## src/rtl/img2col_window_gen_if.sv

```systemverilog
// ---------------------------------------------------------------------------
// img2col_window_gen_if
// Purpose : valid/ready stream bundle used on both sides of the img2col
//           window generator (pixel beats in, flattened patches out).
// Params  : W - payload width in bits
// Signals : valid - payload valid (master drives)
//           ready - sink accepts payload (slave drives)
//           data  - payload
// Modports: master (source side), slave (sink side)
// ---------------------------------------------------------------------------
interface img2col_window_gen_if #(
    parameter int W = 16
) ();
    logic         valid;
    logic         ready;
    logic [W-1:0] data;

    modport master (output valid, output data, input ready);
    modport slave  (input valid, input data, output ready);
endinterface

```

## src/rtl/img2col_window_gen.sv

```systemverilog
// ---------------------------------------------------------------------------
// img2col_window_gen
// Purpose : parametrised img2col window generator. Consumes a raster-order
//           pixel stream (CH lanes per beat), keeps K-1 rows in line buffers
//           plus a KxK shift window, and emits one flattened KxKxCH patch per
//           valid output position at a runtime stride of 1 or 2.
// Ports   : clk      - clock, rising edge
//           nrst     - asynchronous reset, active HIGH (despite the name)
//           start    - one-cycle frame start pulse, honoured only in IDLE
//           stride   - 2 selects stride 2, anything else stride 1; latched
//                      on start
//           in_bus   - slave stream, CH*DATA_W pixel beats
//           out_bus  - master stream, K*K*CH*DATA_W patches; tap (r,c,ch)
//                      at word ((r*K+c)*CH+ch), r=0 is the top row
//           busy     - frame in progress (STREAM/DRAIN/DONE)
//           done     - one-cycle pulse after the last patch handshake
// Config  : IMG2COL_ZERO_PAD_EN - when defined, 'same' zero padding of
//           P=(K-1)/2 is applied around the image; pad pixels are generated
//           internally without consuming input beats.
//
// State | meaning
// ------+-----------------------------------------------------------------
// IDLE  | waiting for start
// STREAM| walking the (virtual) grid, accepting pixels, emitting patches
// DRAIN | all pixels taken, waiting for the final patch to be handshaken
// DONE  | done pulse, back to IDLE next cycle
// ---------------------------------------------------------------------------
module img2col_window_gen #(
    parameter int DATA_W = 16,
    parameter int IMG_W  = 28,
    parameter int IMG_H  = 28,
    parameter int K      = 5,
    parameter int CH     = 1
) (
    input  logic                       clk,
    input  logic                       nrst,
    input  logic                       start,
    input  logic [1:0]                 stride,
    img2col_window_gen_if.slave        in_bus,
    img2col_window_gen_if.master       out_bus,
    output logic                       busy,
    output logic                       done
);

    localparam int PW = CH * DATA_W;
    localparam int OW = K * K * PW;
`ifdef IMG2COL_ZERO_PAD_EN
    localparam int P  = (K - 1) / 2;
`else
    localparam int P  = 0;
`endif
    localparam int GW = IMG_W + 2 * P;
    localparam int GH = IMG_H + 2 * P;
    localparam int CW = $clog2(GW);
    localparam int RW = $clog2(GH);

    // Parity of K-1: with stride 2, (n-(K-1)) is even iff n[0] matches it.
    localparam logic KM1_LSB = 1'((K - 1) % 2);

    typedef enum logic [1:0] {
        S_IDLE,
        S_STREAM,
        S_DRAIN,
        S_DONE
    } state_t;

    state_t          state;
    logic [CW-1:0]   col;
    logic [RW-1:0]   row;
    logic            stride2;

    // lb[0] holds the oldest buffered row; lb[K-2] the most recent one.
    logic [PW-1:0]   lb       [K-1][GW];
    logic [PW-1:0]   win      [K][K];
    logic [PW-1:0]   newcol   [K];
    logic [PW-1:0]   next_win [K][K];
    logic [OW-1:0]   next_flat;

    logic            can_load;
    logic            step;
    logic            last_pos;
    logic            emit_pos;
    logic [PW-1:0]   pix;

    assign can_load = !out_bus.valid || out_bus.ready;

`ifdef IMG2COL_ZERO_PAD_EN
    logic pad_pos;

    assign pad_pos = (row < RW'(P)) || (row >= RW'(P + IMG_H)) ||
                     (col < CW'(P)) || (col >= CW'(P + IMG_W));

    // Pad positions advance on their own whenever the output can take a
    // patch; the input stream is held off for those cycles.
    assign in_bus.ready = (state == S_STREAM) && can_load && !pad_pos;
    assign step         = (state == S_STREAM) && can_load && (pad_pos || in_bus.valid);
    assign pix          = pad_pos ? '0 : in_bus.data;
`else
    assign in_bus.ready = (state == S_STREAM) && can_load;
    assign step         = in_bus.ready && in_bus.valid;
    assign pix          = in_bus.data;
`endif

    assign last_pos = (row == RW'(GH - 1)) && (col == CW'(GW - 1));

    assign emit_pos = (row >= RW'(K - 1)) && (col >= CW'(K - 1)) &&
                      (!stride2 || ((row[0] == KM1_LSB) && (col[0] == KM1_LSB)));

    // Column entering the window: K-1 buffered rows above, new pixel at the bottom.
    always_comb begin
        for (int r = 0; r < K - 1; r++) begin
            newcol[r] = lb[r][col];
        end
        newcol[K-1] = pix;
    end

    always_comb begin
        for (int r = 0; r < K; r++) begin
            for (int c = 0; c < K - 1; c++) begin
                next_win[r][c] = win[r][c+1];
            end
            next_win[r][K-1] = newcol[r];
        end
    end

    always_comb begin
        next_flat = '0;
        for (int r = 0; r < K; r++) begin
            for (int c = 0; c < K; c++) begin
                next_flat[(r*K + c)*PW +: PW] = next_win[r][c];
            end
        end
    end

    // Storage: contents are don't-care after reset because a patch is only
    // emitted once K full rows of the current frame have passed through.
    always_ff @(posedge clk) begin
        if (step) begin
            for (int r = 0; r < K - 2; r++) begin
                lb[r][col] <= lb[r+1][col];
            end
            lb[K-2][col] <= pix;
            win <= next_win;
        end
    end

    always_ff @(posedge clk or posedge nrst) begin
        if (nrst) begin
            state         <= S_IDLE;
            col           <= '0;
            row           <= '0;
            stride2       <= 1'b0;
            busy          <= 1'b0;
            done          <= 1'b0;
            out_bus.valid <= 1'b0;
            out_bus.data  <= '0;
        end else begin
            done <= 1'b0;

            // step implies can_load, so a new patch never overwrites an
            // unaccepted one; a simultaneous handshake simply reloads.
            if (step && emit_pos) begin
                out_bus.valid <= 1'b1;
                out_bus.data  <= next_flat;
            end else if (out_bus.ready) begin
                out_bus.valid <= 1'b0;
            end

            if (step) begin
                if (col == CW'(GW - 1)) begin
                    col <= '0;
                    row <= last_pos ? '0 : row + RW'(1);
                end else begin
                    col <= col + CW'(1);
                end
            end

            case (state)
                S_IDLE: begin
                    if (start) begin
                        stride2 <= (stride == 2'd2);
                        busy    <= 1'b1;
                        col     <= '0;
                        row     <= '0;
                        state   <= S_STREAM;
                    end
                end
                S_STREAM: begin
                    if (step && last_pos) begin
                        state <= S_DRAIN;
                    end
                end
                S_DRAIN: begin
                    // Holding register empty or being emptied this cycle.
                    if (can_load) begin
                        done  <= 1'b1;
                        state <= S_DONE;
                    end
                end
                S_DONE: begin
                    busy  <= 1'b0;
                    state <= S_IDLE;
                end
                default: begin
                    state <= S_IDLE;
                end
            endcase
        end
    end

endmodule

```

## src/flat_wrapper.sv

```systemverilog
// flat-port wrapper written by rule: the top's interface ports become plain ports
module img2col_window_gen_flat 
#(
    parameter int DATA_W = 16,
    parameter int IMG_W  = 28,
    parameter int IMG_H  = 28,
    parameter int K      = 5,
    parameter int CH     = 1
)
  (clk, nrst, start, stride, busy, done, in_bus_valid, in_bus_data, in_bus_ready, out_bus_valid, out_bus_data, out_bus_ready);
  img2col_window_gen_if #(.W((CH * DATA_W))) in_bus_i ();
  img2col_window_gen_if #(.W((K * K * (CH * DATA_W)))) out_bus_i ();
  input  logic clk;
  input  logic nrst;
  input  logic start;
  input  logic [1:0] stride;
  output logic busy;
  output logic done;
  input wire logic [$bits(in_bus_i.valid)-1:0] in_bus_valid;
  input wire logic [$bits(in_bus_i.data)-1:0] in_bus_data;
  output wire logic [$bits(in_bus_i.ready)-1:0] in_bus_ready;
  output wire logic [$bits(out_bus_i.valid)-1:0] out_bus_valid;
  output wire logic [$bits(out_bus_i.data)-1:0] out_bus_data;
  input wire logic [$bits(out_bus_i.ready)-1:0] out_bus_ready;
  assign in_bus_i.valid = in_bus_valid;
  assign in_bus_i.data = in_bus_data;
  assign in_bus_ready = in_bus_i.ready;
  assign out_bus_valid = out_bus_i.valid;
  assign out_bus_data = out_bus_i.data;
  assign out_bus_i.ready = out_bus_ready;
  img2col_window_gen #(.DATA_W(DATA_W), .IMG_W(IMG_W), .IMG_H(IMG_H), .K(K), .CH(CH)) u_core (.clk(clk), .nrst(nrst), .start(start), .stride(stride), .in_bus(in_bus_i), .out_bus(out_bus_i), .busy(busy), .done(done));
endmodule
```

## config.mk

```make
export PLATFORM = sky130hd
export DESIGN_NAME = img2col_window_gen_flat
export DESIGN_NICKNAME = d
export VERILOG_FILES = /design/src/rtl/img2col_window_gen_if.sv /design/src/rtl/img2col_window_gen.sv /design/src/flat_wrapper.sv
export SDC_FILE = /design/constraint.sdc
export NUM_CORES = 2
export LEC_CHECK = 0
export ABC_CLOCK_PERIOD_IN_PS = 14050
export BUFFER_PORTS_ARGS = -buffer_cell sky130_fd_sc_hd__buf_2
export CAP_MARGIN = 20
export CELL_PAD_IN_SITES_DETAIL_PLACEMENT = 0
export CELL_PAD_IN_SITES_GLOBAL_PLACEMENT = 2
export CORE_MARGIN = 1.5
export CORE_UTILIZATION = 48
export DETAILED_ROUTE_END_ITERATION = 8
export GPL_TIMING_DRIVEN = 0
export PLACE_DENSITY = 0.83
export SLEW_MARGIN = 20
export SYNTH_ARGS = -nofsm -noshare
export SYNTH_HDL_FRONTEND = slang
export SYNTH_SLANG_ARGS = --single-unit
```

## constraint.sdc

```tcl
create_clock -name clk -period 14.05 [get_ports clk]
set_input_delay 0.7025 -clock clk [delete_from_list [all_inputs] [get_ports clk]]
set_output_delay 0.7025 -clock clk [all_outputs]
set_load 0.1 [all_outputs]
```

==> summary.md <==
| Metric | Value |
|---|---|
| Status | completed |
| Worst Setup End Kind | flip-flop |
| DRT iter0 DRCs | 5682 |
| Reg2Reg Depth | 8 |
| Synth area leader | edfxtp_1 |
| Synth warn | 0 |
| Max Cap Viol | 0 |
| Share of the synthesized area in the top cell type | 0.681 |
| Synthesized area | between 90000 and 100000 µm² |
| Clock buffer count from CTS | 235 |
| Hold/Removal Path Class | primary input to flip-flop |
| RR Endpoint | u_core.out_bus.data[150]$_DFFE_PP0P_ |
| Clk_lat worst skew | between 800 and 900 ps |
| RSZ-0062 raised after global routing | no |
| Period utilisation layout | 0.328 |
| Global-route wire length before repair | around 350000 µm |
| Critical path type | flip-flop to flip-flop |
| Place WS | 9150 ps |
| Largest net degree at the start of global routing | 97 |
| Hold Fails Final Rpt | 0 |
| Slew Limit Fails | 0 |
| Clock Sinks | 2528 |
| Gr usage total | 0.255 |
| Hold Slack | approximately 150 ps |
| Worst r2r src | u_core.col[1]$_DFF_PP0_ |
| Via-per-instance ratio | between 5 and 6 |
| Setup slack, reg-to-reg | 9440 ps |
| Final WS setup | approximately 9400 ps |
| CP Max Fanout | 30 |
| CP arrival | 5360 ps |
| Synthesized instance count | 4372 |
| Worst-path clk slew | 70 ps |
| Setup Skew | 47.2 ps |
| Most frequent cell after synthesis | edfxtp_1 |
| CP startpoint | u_core.col[1]$_DFF_PP0_ |
| FFs w/ async S/R, synth | 0.165 |
| Synth top cells by count | edfxtp_1 (2112), mux2_2 (428), dfrtp_1 (416), mux2i_1 (308), mux4_2 (281) |
| Drt drc | 0 |
| Die Span X | 444 µm |
| WL/cell | approximately 32 µm |
| Critical path launch point type | flip-flop |
| H-tree depth | 4 |
| Post-DP HPWL | between 150000 and 200000 µm |
| Core Area | 193000 µm² |
| Number of synthesized flops with an enable pin | about 2100 |
| I/O Buffers | 426 |
| Area Overhead vs Synth | 18.1% |
| DIE AREA | 197000 µm² |
| Synth area leaders | edfxtp_1 (68%), dfrtp_1 (11%), mux4_2 (6.8%), mux2_2 (5.2%), mux2i_1 (3.3%) |
| CTS Buffer Depth | 3 |
| Die Y | about 440 µm |
| Fin nets | about 5200 |
| Row count | 161 |
| CP Data Required Time | 14800 ps |
| DP Area | between 100000 and 150000 µm² |
| Fraction of layout cells with a size suffix above 1 | 0.346 |
| Post-synthesis sequential area ratio | 0.792 |
| Drt total wl | about 250000 µm |
| Mapped Nets | roughly 4400 |
| Fmax | 0.217 GHz |
| Post-route cell area | approximately 110000 µm² |
| Fin cells | 7921 |
| RePlAce Congestion | 0.815 |
| IO Pins | 427 |
| Final setup viols | 0 |
| Least-Margin Pin Slew | 1150 ps |
| Period minus WS final | 4610 ps |
| Clk root buf | clkbuf_16 |
| Slew margin rel. | 0.230 |
| Maximum VDD drop | 0.152 mV |
| Initial DRT Pass Iterations | 6 |
| Via count | 47400 |
| Placed insts | 7470 |
| Vias in the first global route | 47400 |
| Total grt overflow | 0 |
| Top FF cell, synth | edfxtp_1 |
| Initial antenna violation count | 20 |
| ANT nets after route | 0 |
| CP Capture Point | u_core.out_bus.data[150]$_DFFE_PP0P_ |
| Pwr Density | 252 nW/µm² |
| Number of distinct library cells after synthesis | 50 |
| Worst Hold Depth | 4 |
| Post_cts resized | 0 |
| Avg Inst Size Synth | 21.3 µm² |
| CTS tree | yes |
| #FFs+latches synth | 2528 |
| Pwr Total | 27.7 mW |
| Lkg Pwr | between 40 and 50 nW |
| Starting Density | 0.483 |
[worst min-delay path by stage]
stage	start	to	slack, ps
finish	start	u_core.busy$_DFFE_PP0P_	150
global route	stride[0]	u_core.stride2$_DFFE_PP0P_	140
CTS	stride[0]	u_core.stride2$_DFFE_PP0P_	90
detailed placement	u_core.next_flat[119]$_DFFE_PP_	u_core.next_flat[103]$_DFFE_PP_	430
global placement	u_core.next_flat[177]$_DFFE_PP_	u_core.next_flat[161]$_DFFE_PP_	420
floorplan	u_core.next_flat[16]$_DFFE_PP_	u_core.next_flat[0]$_DFFE_PP_	420
[cell type report]
cell class	count	area (µm²)
diodes	5	12.5
plain buffers	223	1290
clock buffers	326	6550
clock inverters	118	991
fillers	14000	82700
inverters	9	41.3
multi-input cells	1612	18600
flip-flops and latches	2528	73800
well taps	2526	3160
repair buffers	574	5620
[layer usage]
| metal | wire length (µm) | GRT usage | share of wire |
|---|---|---|---|
| met5 | 57 | 0 | 0.00023 |
| met4 | 8330 | 0.0884 | 0.033 |
| met3 | 26300 | 0.0637 | 0.10 |
| met2 | 121000 | 0.409 | 0.48 |
| met1 | 95700 | 0.341 | 0.38 |
[flip-flops by register name (all words and copies together) (netlist names)]
name                  flops
u_core.busy               1
u_core.col                5
u_core.done               1
u_core.lb              1792
u_core.next_flat        320
u_core.out_bus.data     400
u_core.out_bus.valid      1
u_core.row                5
u_core.state              2
u_core.stride2            1
[cell usage in the layout, fill, tap and decap left out, types with 42 or more instances in the layout]
master	Yosys	routed
a22oi_1	124	124
mux4_2	281	281
clkinv_1	1	46
edfxtp_1	2112	2112
a211oi_1	57	57
o22ai_1	114	114
buf_2	76	502
buf_16	0	78
clkbuf_1	59	117
mux2i_1	308	308
buf_12	0	61
mux2_2	428	428
nand3_2	0	42
dfrtp_1	416	416
clkbuf_16	0	239
buf_4	66	66
[critical path, cell delays in order (launching register included)]
cell and delay (ps):
dfrtp_1 510, buf_4 230, buf_6 160, buf_2 720
clkbuf_1 890, mux4_2 430, a22oi_1 260, nand3_2 670
mux2_2 560
[kinds of logic after synthesis]
| family | Yosys count | share of synthesized area |
|---|---|---|
| xor+xnor | 5 | 0.000470 |
| buf+inv | 232 | 0.0140 |
| compound gates | 344 | 0.0260 |
| simple gates | 235 | 0.0131 |
| flops | 2528 | 0.792 |
| fa+ha+maj | 10 | 0.00134 |
| mux | 1018 | 0.153 |
[power breakdown]
group	switching, mW	internal (mW)
Sequential	0.385	11.0
Combinational	7.64	2.53
Clock	2.77	3.43
Total	10.8	16.9
[metrics by stage]
stage | TNS, ps | utilization
2_1_floorplan | 0 | -
3_3_place_gp | -4237180 | 0.511
3_5_place_dp | 0 | 0.531
4_1_cts | 0 | 0.571
5_1_grt | 0 | 0.571
6_report | 0 | 0.571
[what timing repair did]
action,4_1_cts,5_1_grt
endpoints found under the hold margin,78,0
endpoints found under the setup margin,0,0
buffers inserted,0,0
hold buffers,1,0
(Power assumes the default switching activity.)
